==> src/rtl/fetch_buffer.sv <==
// Instruction prefetch queue between synchronous-read imem and decode; redirect flushes and squashes.
// Optional combinational response bypass when empty: define FETCH_BUFFER_BYPASS_EN.
module fetch_buffer #(
   parameter int          DEPTH    = 4,
   parameter logic [31:0] RESET_PC = 32'h0000_0000
) (
   input  logic        clk,
   input  logic        rst,
   input  logic        redirect_valid,
   input  logic [31:0] redirect_pc,
   output logic        imem_req,
   output logic [31:0] imem_addr,
   input  logic [31:0] imem_rdata,
   output logic        out_valid,
   output logic [31:0] out_instr,
   output logic [31:0] out_pc,
   output logic [31:0] out_pc_plus_4,
   input  logic        out_ready
);
   localparam int AW = $clog2(DEPTH);

   logic [31:0]   fetch_pc;
   logic [31:0]   inflight_pc;
   logic          inflight;
   logic [31:0]   q_instr [DEPTH];
   logic [31:0]   q_pc    [DEPTH];
   logic [AW-1:0] rd_ptr;
   logic [AW-1:0] wr_ptr;
   logic [AW:0]   count;
   logic [AW+1:0] occupancy;
   logic          empty;
   logic          resp;
   logic          push;
   logic          pop;

   // Reservation counts the in-flight read but never a same-cycle pop.
   assign occupancy = {1'b0, count} + (AW+2)'(inflight);
   assign imem_req  = !rst && !redirect_valid && (occupancy < (AW+2)'(DEPTH));
   assign imem_addr = fetch_pc;
   assign empty     = (count == '0);
   assign resp      = inflight && !redirect_valid;

`ifdef FETCH_BUFFER_BYPASS_EN
   logic bypass;
   assign bypass    = empty && resp && !rst;
   assign out_valid = !empty || bypass;
   assign out_instr = bypass ? imem_rdata  : q_instr[rd_ptr];
   assign out_pc    = bypass ? inflight_pc : q_pc[rd_ptr];
   assign push      = resp && !(bypass && out_ready);
   assign pop       = !empty && out_ready && !redirect_valid;
`else
   assign out_valid = !empty;
   assign out_instr = q_instr[rd_ptr];
   assign out_pc    = q_pc[rd_ptr];
   assign push      = resp;
   assign pop       = out_valid && out_ready && !redirect_valid;
`endif

   assign out_pc_plus_4 = out_pc + 32'd4;

   always_ff @(posedge clk) begin
      if (push) begin
         q_instr[wr_ptr] <= imem_rdata;
         q_pc[wr_ptr]    <= inflight_pc;
      end
   end

   always_ff @(posedge clk) begin
      if (rst) begin
         fetch_pc    <= RESET_PC;
         inflight    <= 1'b0;
         inflight_pc <= RESET_PC;
         rd_ptr      <= '0;
         wr_ptr      <= '0;
         count       <= '0;
      end else if (redirect_valid) begin
         fetch_pc <= redirect_pc & ~32'h3;
         inflight <= 1'b0;
         rd_ptr   <= '0;
         wr_ptr   <= '0;
         count    <= '0;
      end else begin
         inflight <= imem_req;
         if (imem_req) begin
            inflight_pc <= fetch_pc;
            fetch_pc    <= fetch_pc + 32'd4;
         end
         if (push) wr_ptr <= wr_ptr + AW'(1);
         if (pop)  rd_ptr <= rd_ptr + AW'(1);
         case ({push, pop})
            2'b10:   count <= count + (AW+1)'(1);
            2'b01:   count <= count - (AW+1)'(1);
            default: count <= count;
         endcase
      end
   end
endmodule

==> config.mk <==
export PLATFORM = sky130hd
export DESIGN_NAME = fetch_buffer
export DESIGN_NICKNAME = d
export VERILOG_FILES = /design/src/rtl/fetch_buffer.sv
export SDC_FILE = /design/constraint.sdc
export NUM_CORES = 1
export LEC_CHECK = 0
export ABC_CLOCK_PERIOD_IN_PS = 4250
export BUFFER_PORTS_ARGS = -buffer_cell sky130_fd_sc_hd__clkbuf_2
export CAP_MARGIN = 20
export CORE_MARGIN = 8
export CORE_UTILIZATION = 45
export DETAILED_ROUTE_END_ITERATION = 6
export GPL_ROUTABILITY_DRIVEN = 0
export HOLD_SLACK_MARGIN = 0.12
export PLACE_DENSITY = 0.63
export SETUP_SLACK_MARGIN = 0.5
export SLEW_MARGIN = 20
export SYNTH_ARGS = -nofsm -noshare
export SYNTH_HDL_FRONTEND = slang
export SYNTH_SLANG_ARGS = --single-unit
==> constraint.sdc <==
create_clock -name clk -period 4.25 [get_ports clk]
set_input_delay 0.85 -clock clk [delete_from_list [all_inputs] [get_ports clk]]
set_output_delay 0.85 -clock clk [all_outputs]
set_load 0.05 [all_outputs]
==> results_dict.tcl, run 1 <==
set metrics [dict create \
    run_status "finished, final reports clean" \
    r2r_start "imem_addr[3]" \
    antenna_found_initial 0 \
    synth_area_per_cell_um2 15.4 \
    syn_area_mm2 0.0129 \
    place_area_mm2 0.0143 \
    final_max_slew_viol_count 0 \
    die_y_um 185 \
    rows 62 \
    synth-simple-area-share_pct 9.24 \
    reg2reg_to "imem_addr[28]" \
    fin_util_pct 54.3 \
    critPathKind "reg2out" \
    p_sw_share_pct 22.0 \
    ant_nets 0 \
    setup.worst_path.end "out_pc_plus_4[23]" \
    skew_ps 13.5 \
    pwr-share-clk_pct 42.7 \
    crit_path_start_kind "register" \
    yosysWarnings 0 \
    clk_latency_ps 500 \
    cts_tree "built" \
    drt_iter0_drc 530 \
    pre_cts_ws_ps 543 \
    finalHoldViolCount 0 \
    numClockSinks 318 \
    ys_seq_area_share_pct 68.5 \
    finalCritPeriodShare_pct 84.9 \
    ff2ff_path_depth 6 \
    synth_fa_ha_area_share_pct 0.834 \
    power_density_mw_per_mm2 430 \
    core-area_mm2 0.0285 \
    hold_path_class "reg2reg" \
    synth_top_area_share_pct 57.7 \
    synth-compound-area-share_pct 4.95 \
    finalSetupViolCount 0 \
    numPortBuffers 189 \
    synth_area_leaders "edfxtp_1, dfxtp_1, mux4_2, nand2_1, a21oi_1" \
    drtPass1Iterations 5 \
    rsz0062_at_grt "true" \
    route.detailed.drc 0 \
    cts_buffers 34 \
    synthFlopType "edfxtp_1" \
    hpwl_um 19500 \
    slew_headroom_pct 54.2 \
    max_cap_violations 0 \
    p_sw_mw 1.46 \
    layout.nets 1120 \
    synth_xor_area_share_pct 2.37 \
    cts.path.max_buffers 3 \
    n_antenna_cell 0 \
    grt.overflow.total 0 \
    grt_pass1_wl_um 44700 \
    fin_setup_tns_ps 0 \
    ir_drop_mv 0.237 \
    syn_inst 840 \
    power.internal_mw 5.19 \
    vias 7766 \
    fin_ws_ps 643 \
    ios 198 \
    cts_max_level 2 \
    synthArstFlopShare_pct 0 \
    cp_max_fo 11 \
    syn2layout_area_growth_pct 19.7 \
    wl_per_cell_um 19.8 \
    finalWirelength_um 28800 \
    seqPwrFrac_pct 51.6 \
    synth_top_family_by_area "multiplexers" \
    finalCriticalPeriod_ps 3610 \
    endpoint_kind "output pin" \
    cp_data_arrival_time_ps 2760 \
    cts_root_buffer "clkbuf_16" \
    ys_types 58 \
    p_leak_nw 5.56 \
    initial_core_util_pct 45.3 \
    combPwrFrac_pct 5.7 \
    drive_gt1_share_pct 32.2 \
    grt_max_degree 63 \
    viasPerCell 5.35 \
    first_global_vias 7824 \
    synthTopCellsByCount "edfxtp_1, nand2_1, dfxtp_1" \
    die-area_mm2 0.0344 \
    fp.dieW_um 185 \
    cp.required_ps 3400 \
    fmax_mhz 277 \
    cts-hold-fix-buffers 0 \
    synth_seq_cells 318 \
    synth_top_area_cell "edfxtp_1" \
    power_mw 6.65 \
    grtUsageTotal_pct 16.7 \
    clk_pin_slew_ps 60 \
    yosys.cell_count.top_type "edfxtp_1" \
    fin_area_mm2 0.0155 \
    r2r_setup_slack_ps 1890 \
    tightest_slew_ps 687 \
    synth_edf_count 248 \
    muxShareOfSynthArea_pct 11.3 \
]
placed cells by master, fill, tap and decap left out, drive strengths merged, types with 9 or more instances in the layout:
master	count
nor2	37
nand2	96
mux4	62
xor2	9
dfxtp	70
nand3	23
xnor2	26
clkbuf	229
clkinv	12
buf	30
nor3	10
a21oi	54
nand4	19
o21ai	20
edfxtp	248
a31oi	14
inv	16
cell families after synthesis:
group / Yosys count
flops: 318
simple gates: 234
compound gates: 111
buf+inv: 67
mux: 66
xor+xnor: 35
fa+ha+maj: 8
other cells: 1
registers in the layout (all words and copies together) (netlist names), named ones only:
signal / cells
count: 3
imem_addr: 30
inflight: 1
inflight_pc: 30
q_instr: 128
q_pc: 120
rd_ptr: 2
wr_ptr: 2
power by group through the flow:
stage	combinational (mW)	sequential [mW]	clock [mW]
global route	0.406	3.44	3.04
floorplan	0.209	3.54	0
global placement	0.375	3.49	0
CTS	0.381	3.43	2.92
detailed placement	0.379	3.50	0
finish	0.379	3.43	2.84
cell type report:
class	count	area, µm²
sequential	318	8850
clock buffer	45	956
fill	2418	13000
inverter	16	60.1
multi-input combinational	460	3740
tap	384	480
timing repair buffer	214	1240
clock inverter	15	121
per-stage QoR:
stage	std cells	hold slack, ps
3_5_place_dp	1388	494
2_1_floorplan	845	460
3_3_place_gp	1388	480
4_1_cts	1448	502
6_report	1452	499
5_1_grt	1452	526
metal layers:
layer | vias to the layer above | share of wire, % | track usage [%]
met3 | 34 | 7.8 | 3.84
met2 | 263 | 46 | 26.2
met1 | 3835 | 45 | 23.4
li1 | 3634 | - | -
met4 | 0 | 1.4 | 4.00
met5 | - | 0 | 0
timing repair:
item,CTS,global route
endpoints found under the setup margin,20,20
resized for setup,21,20
pin swaps,0,3
setup buffers,0,4
how the worst min path moves through the flow:
stage,start,end,cells after the start
after floorplan,inflight_pc[10],q_pc[0][10],0
after global placement,inflight_pc[26],q_pc[2][26],0
after detailed placement,inflight_pc[3],inflight_pc[3],2
after CTS,inflight_pc[3],inflight_pc[3],2
after global routing,inflight_pc[20],inflight_pc[20],2
final,inflight_pc[21],inflight_pc[21],2
critical path: stages (launching register included):
cell and delay, ps:
dfxtp_4 450, buf_6 220, mux4_2 600, nand2_1 220, nor3_4 90, buf_4 170, nand4_1 100, xnor2_1 130
clkbuf_4 260
Power figures use the tool's default switching activity.
==> inputs of run 2 (changes only) <==
Settings changed: ABC_AREA set to 1, ABC_CLOCK_PERIOD_IN_PS 4250 to 3100, PLACE_DENSITY 0.63 to 0.64.
Clock period 4.25 ns to 3.1 ns, I/O delays scaled along.
==> run 2 against run 1 <==
The run now ends with setup timing left. Sequential power grew 39%. Final area is 34% higher. First-iteration DRC count grew 65%. Clock skew rose by 5.7 ps. Wire length is 44% higher. Combinational power up 140%. Non-clock buffer count increased by 101. Worst setup slack worse by 700 ps. Critical path type unchanged. Largest power group unchanged.
==> results_dict.tcl, run 2 <==
set metrics [dict create \
    cp_num_buf_inv 5 \
    cp.required_ps 2480 \
    yosys.cell_count.top_type "nand2_1" \
    cts_buffers 34 \
    endpoint_kind "output pin" \
    cp_slowest_stage_delay_ps 360 \
    cts_root_buffer "clkbuf_16" \
    synth_seq_cells 318 \
    clk_pin_slew_ps 60 \
    max_cap_violations 0 \
    p_sw_share_pct 23.9 \
    grt-busiest-layer "met2" \
    yosysWarnings 0 \
    vias 11945 \
    finalSetupViolCount 3 \
    power_density_mw_per_mm2 465 \
    slew_headroom_pct 55.9 \
    cp_max_fo 4 \
    grt.met2_usage_pct 33.2 \
    critPathKind "reg2out" \
    final_cell_mix "nand2_1, edfxtp_1, nor2_1" \
    ys_types 35 \
    rows 65 \
    p_leak_nw 8.23 \
    ys_seq_area_share_pct 61.5 \
    critPathMostFrequentCell "nand2_2" \
    cts_tree "built" \
    fin_area_mm2 0.0208 \
    cts-hold-fix-buffers 0 \
    cp_slowest_cell "dfxtp_4" \
    drtPass1Iterations 5 \
    viasPerCell 5.30 \
    crit_path_start_kind "register" \
    syn_inst 1542 \
    n_antenna_cell 0 \
    power.internal_mw 7.35 \
    grt_util_met1_pct 26.8 \
    cp_data_arrival_time_ps 2530 \
    die-area_mm2 0.0380 \
    fmax_mhz 317 \
    ant_nets 0 \
    rsz0062_at_grt "true" \
    pre_cts_ws_ps 240 \
    hpwl_um 26200 \
    ir_drop_mv 0.350 \
    grt.overflow.total 0 \
    place_area_mm2 0.0172 \
    antenna_found_initial 0 \
    grt_max_degree 49 \
    route.detailed.drc 0 \
    grtUsageMet3_pct 3.92 \
    clk_latency_ps 510 \
    syn2layout_area_growth_pct 44.3 \
    final_max_slew_viol_count 0 \
    synth_top_area_cell "edfxtp_1" \
    drt_iter0_drc 877 \
    initial_core_util_pct 45.6 \
    fp.dieW_um 195 \
    die_y_um 195 \
    hold_path_class "in2reg" \
    instances_no_fill 2253 \
    grt_pass1_wl_um 61400 \
    run_status "finished, violations left" \
    skew_ps 19.1 \
    numPortBuffers 189 \
    finalWirelength_um 41300 \
    cts.path.max_buffers 3 \
    finalCritPeriodShare_pct 102 \
    finalCriticalPeriod_ps 3150 \
    violations "setup timing" \
    wl_per_cell_um 18.3 \
    tightest_slew_ps 660 \
    largest_reg_flops 128 \
    ios 198 \
    synth_edf_count 248 \
    drive_gt1_share_pct 37.2 \
    pwr-share-clk_pct 41.2 \
    first_global_vias 11466 \
    crit_family "simple AND/OR/NAND/NOR gates" \
    fin_ws_ps -54.2 \
    largestRegisters "q_instr x128, q_pc x120" \
    power_mw 9.66 \
    combPwrFrac_pct 9.4 \
    synthTopCellsByCount "nand2_1, edfxtp_1, nor2_1" \
    synthArstFlopShare_pct 0 \
    finalHoldViolCount 0 \
    placedCellCount 2120 \
    cts_max_level 2 \
    core-area_mm2 0.0316 \
    p_sw_mw 2.31 \
    grtUsageTotal_pct 20.1 \
    layout.nets 1901 \
    synth_top_area_share_pct 51.7 \
    synthFlopType "edfxtp_1" \
    seqPwrFrac_pct 49.4 \
    synth_area_per_cell_um2 9.34 \
    fin_util_pct 65.8 \
    synth_area_leaders "edfxtp_1, nand2_1, dfxtp_1, nor2_1, o21ai_0" \
    final_common_cell "nand2_1" \
    numClockSinks 318 \
    syn_area_mm2 0.0144 \
    crit_chain "buf_12, clkinv_8, buf_8, nand2_4, nand2_2, nand2_2, nand2_4, buf_4, nand2_2, nor2_4, nand2_4, nor2_4, nand2_1, nand2_1, nand2_2, buf_12" \
    top_register "q_instr" \
    r2r_setup_slack_ps 1110 \
]
run 2: final timing paths:
path                  startpoint                 to  cells after the start
setup reg to reg        inflight           count[2]                     10
hold / removal    imem_rdata[18]     q_instr[1][18]                      1
hold reg to reg        rd_ptr[1]           register                      2
setup / recovery        register  out_pc_plus_4[23]                     16
run 2: final cells by class:
cell class / instances / area [µm²]
clock buffers: 42 / 943
clock inverters: 20 / 174
fillers: 2339 / 10800
inverters: 120 / 487
multi-input cells: 1035 / 6310
flip-flops and latches: 318 / 8860
well taps: 402 / 503
repair buffers: 315 / 3480
repair inverters: 1 / 16.3
run 2: cell families after synthesis:
group                    count (synthesis)  synth area share, %
AO/OA/AOI/OAI                          199                 7.59
XOR/XNOR                                20                 1.22
adder cells (fa/ha/maj)                  8                0.747
buffers and inverters                  194                 6.11
flip-flops                             318                 61.5
other                                    1               0.0261
AND/OR/NAND/NOR                        802                 22.8
run 2: metrics by stage:
stage | hold slack [ps] | TNS, ps
floorplan | 436 | -32440
finish | 321 | -66.4
detailed placement | 455 | 0
global placement | 448 | 0
global route | 309 | -1610
CTS | 302 | -0.274
run 2: per-layer routing:
| layer | wire length [µm] | part of all wire (%) |
|---|---|---|
| met4 | 738 | 1.8 |
| met5 | 0 | 0 |
| met2 | 20100 | 49 |
| met3 | 2820 | 6.8 |
| met1 | 17600 | 43 |
run 2: repair_timing:
item	in CTS	in global routing
gates cloned	5	9
endpoints found under the hold margin	0	0
endpoints found under the setup margin	85	87
gates resized for setup	190	371
pin swaps	37	79
setup buffers	27	30
run 2: power groups by stage:
stage	logic, mW	registers (mW)	clock network [mW]
4_1_cts	0.848	4.76	4.04
6_report	0.911	4.77	3.98
3_3_place_gp	0.788	4.85	0
5_1_grt	0.972	4.78	4.22
3_5_place_dp	0.800	4.85	0
2_1_floorplan	0.439	4.91	0
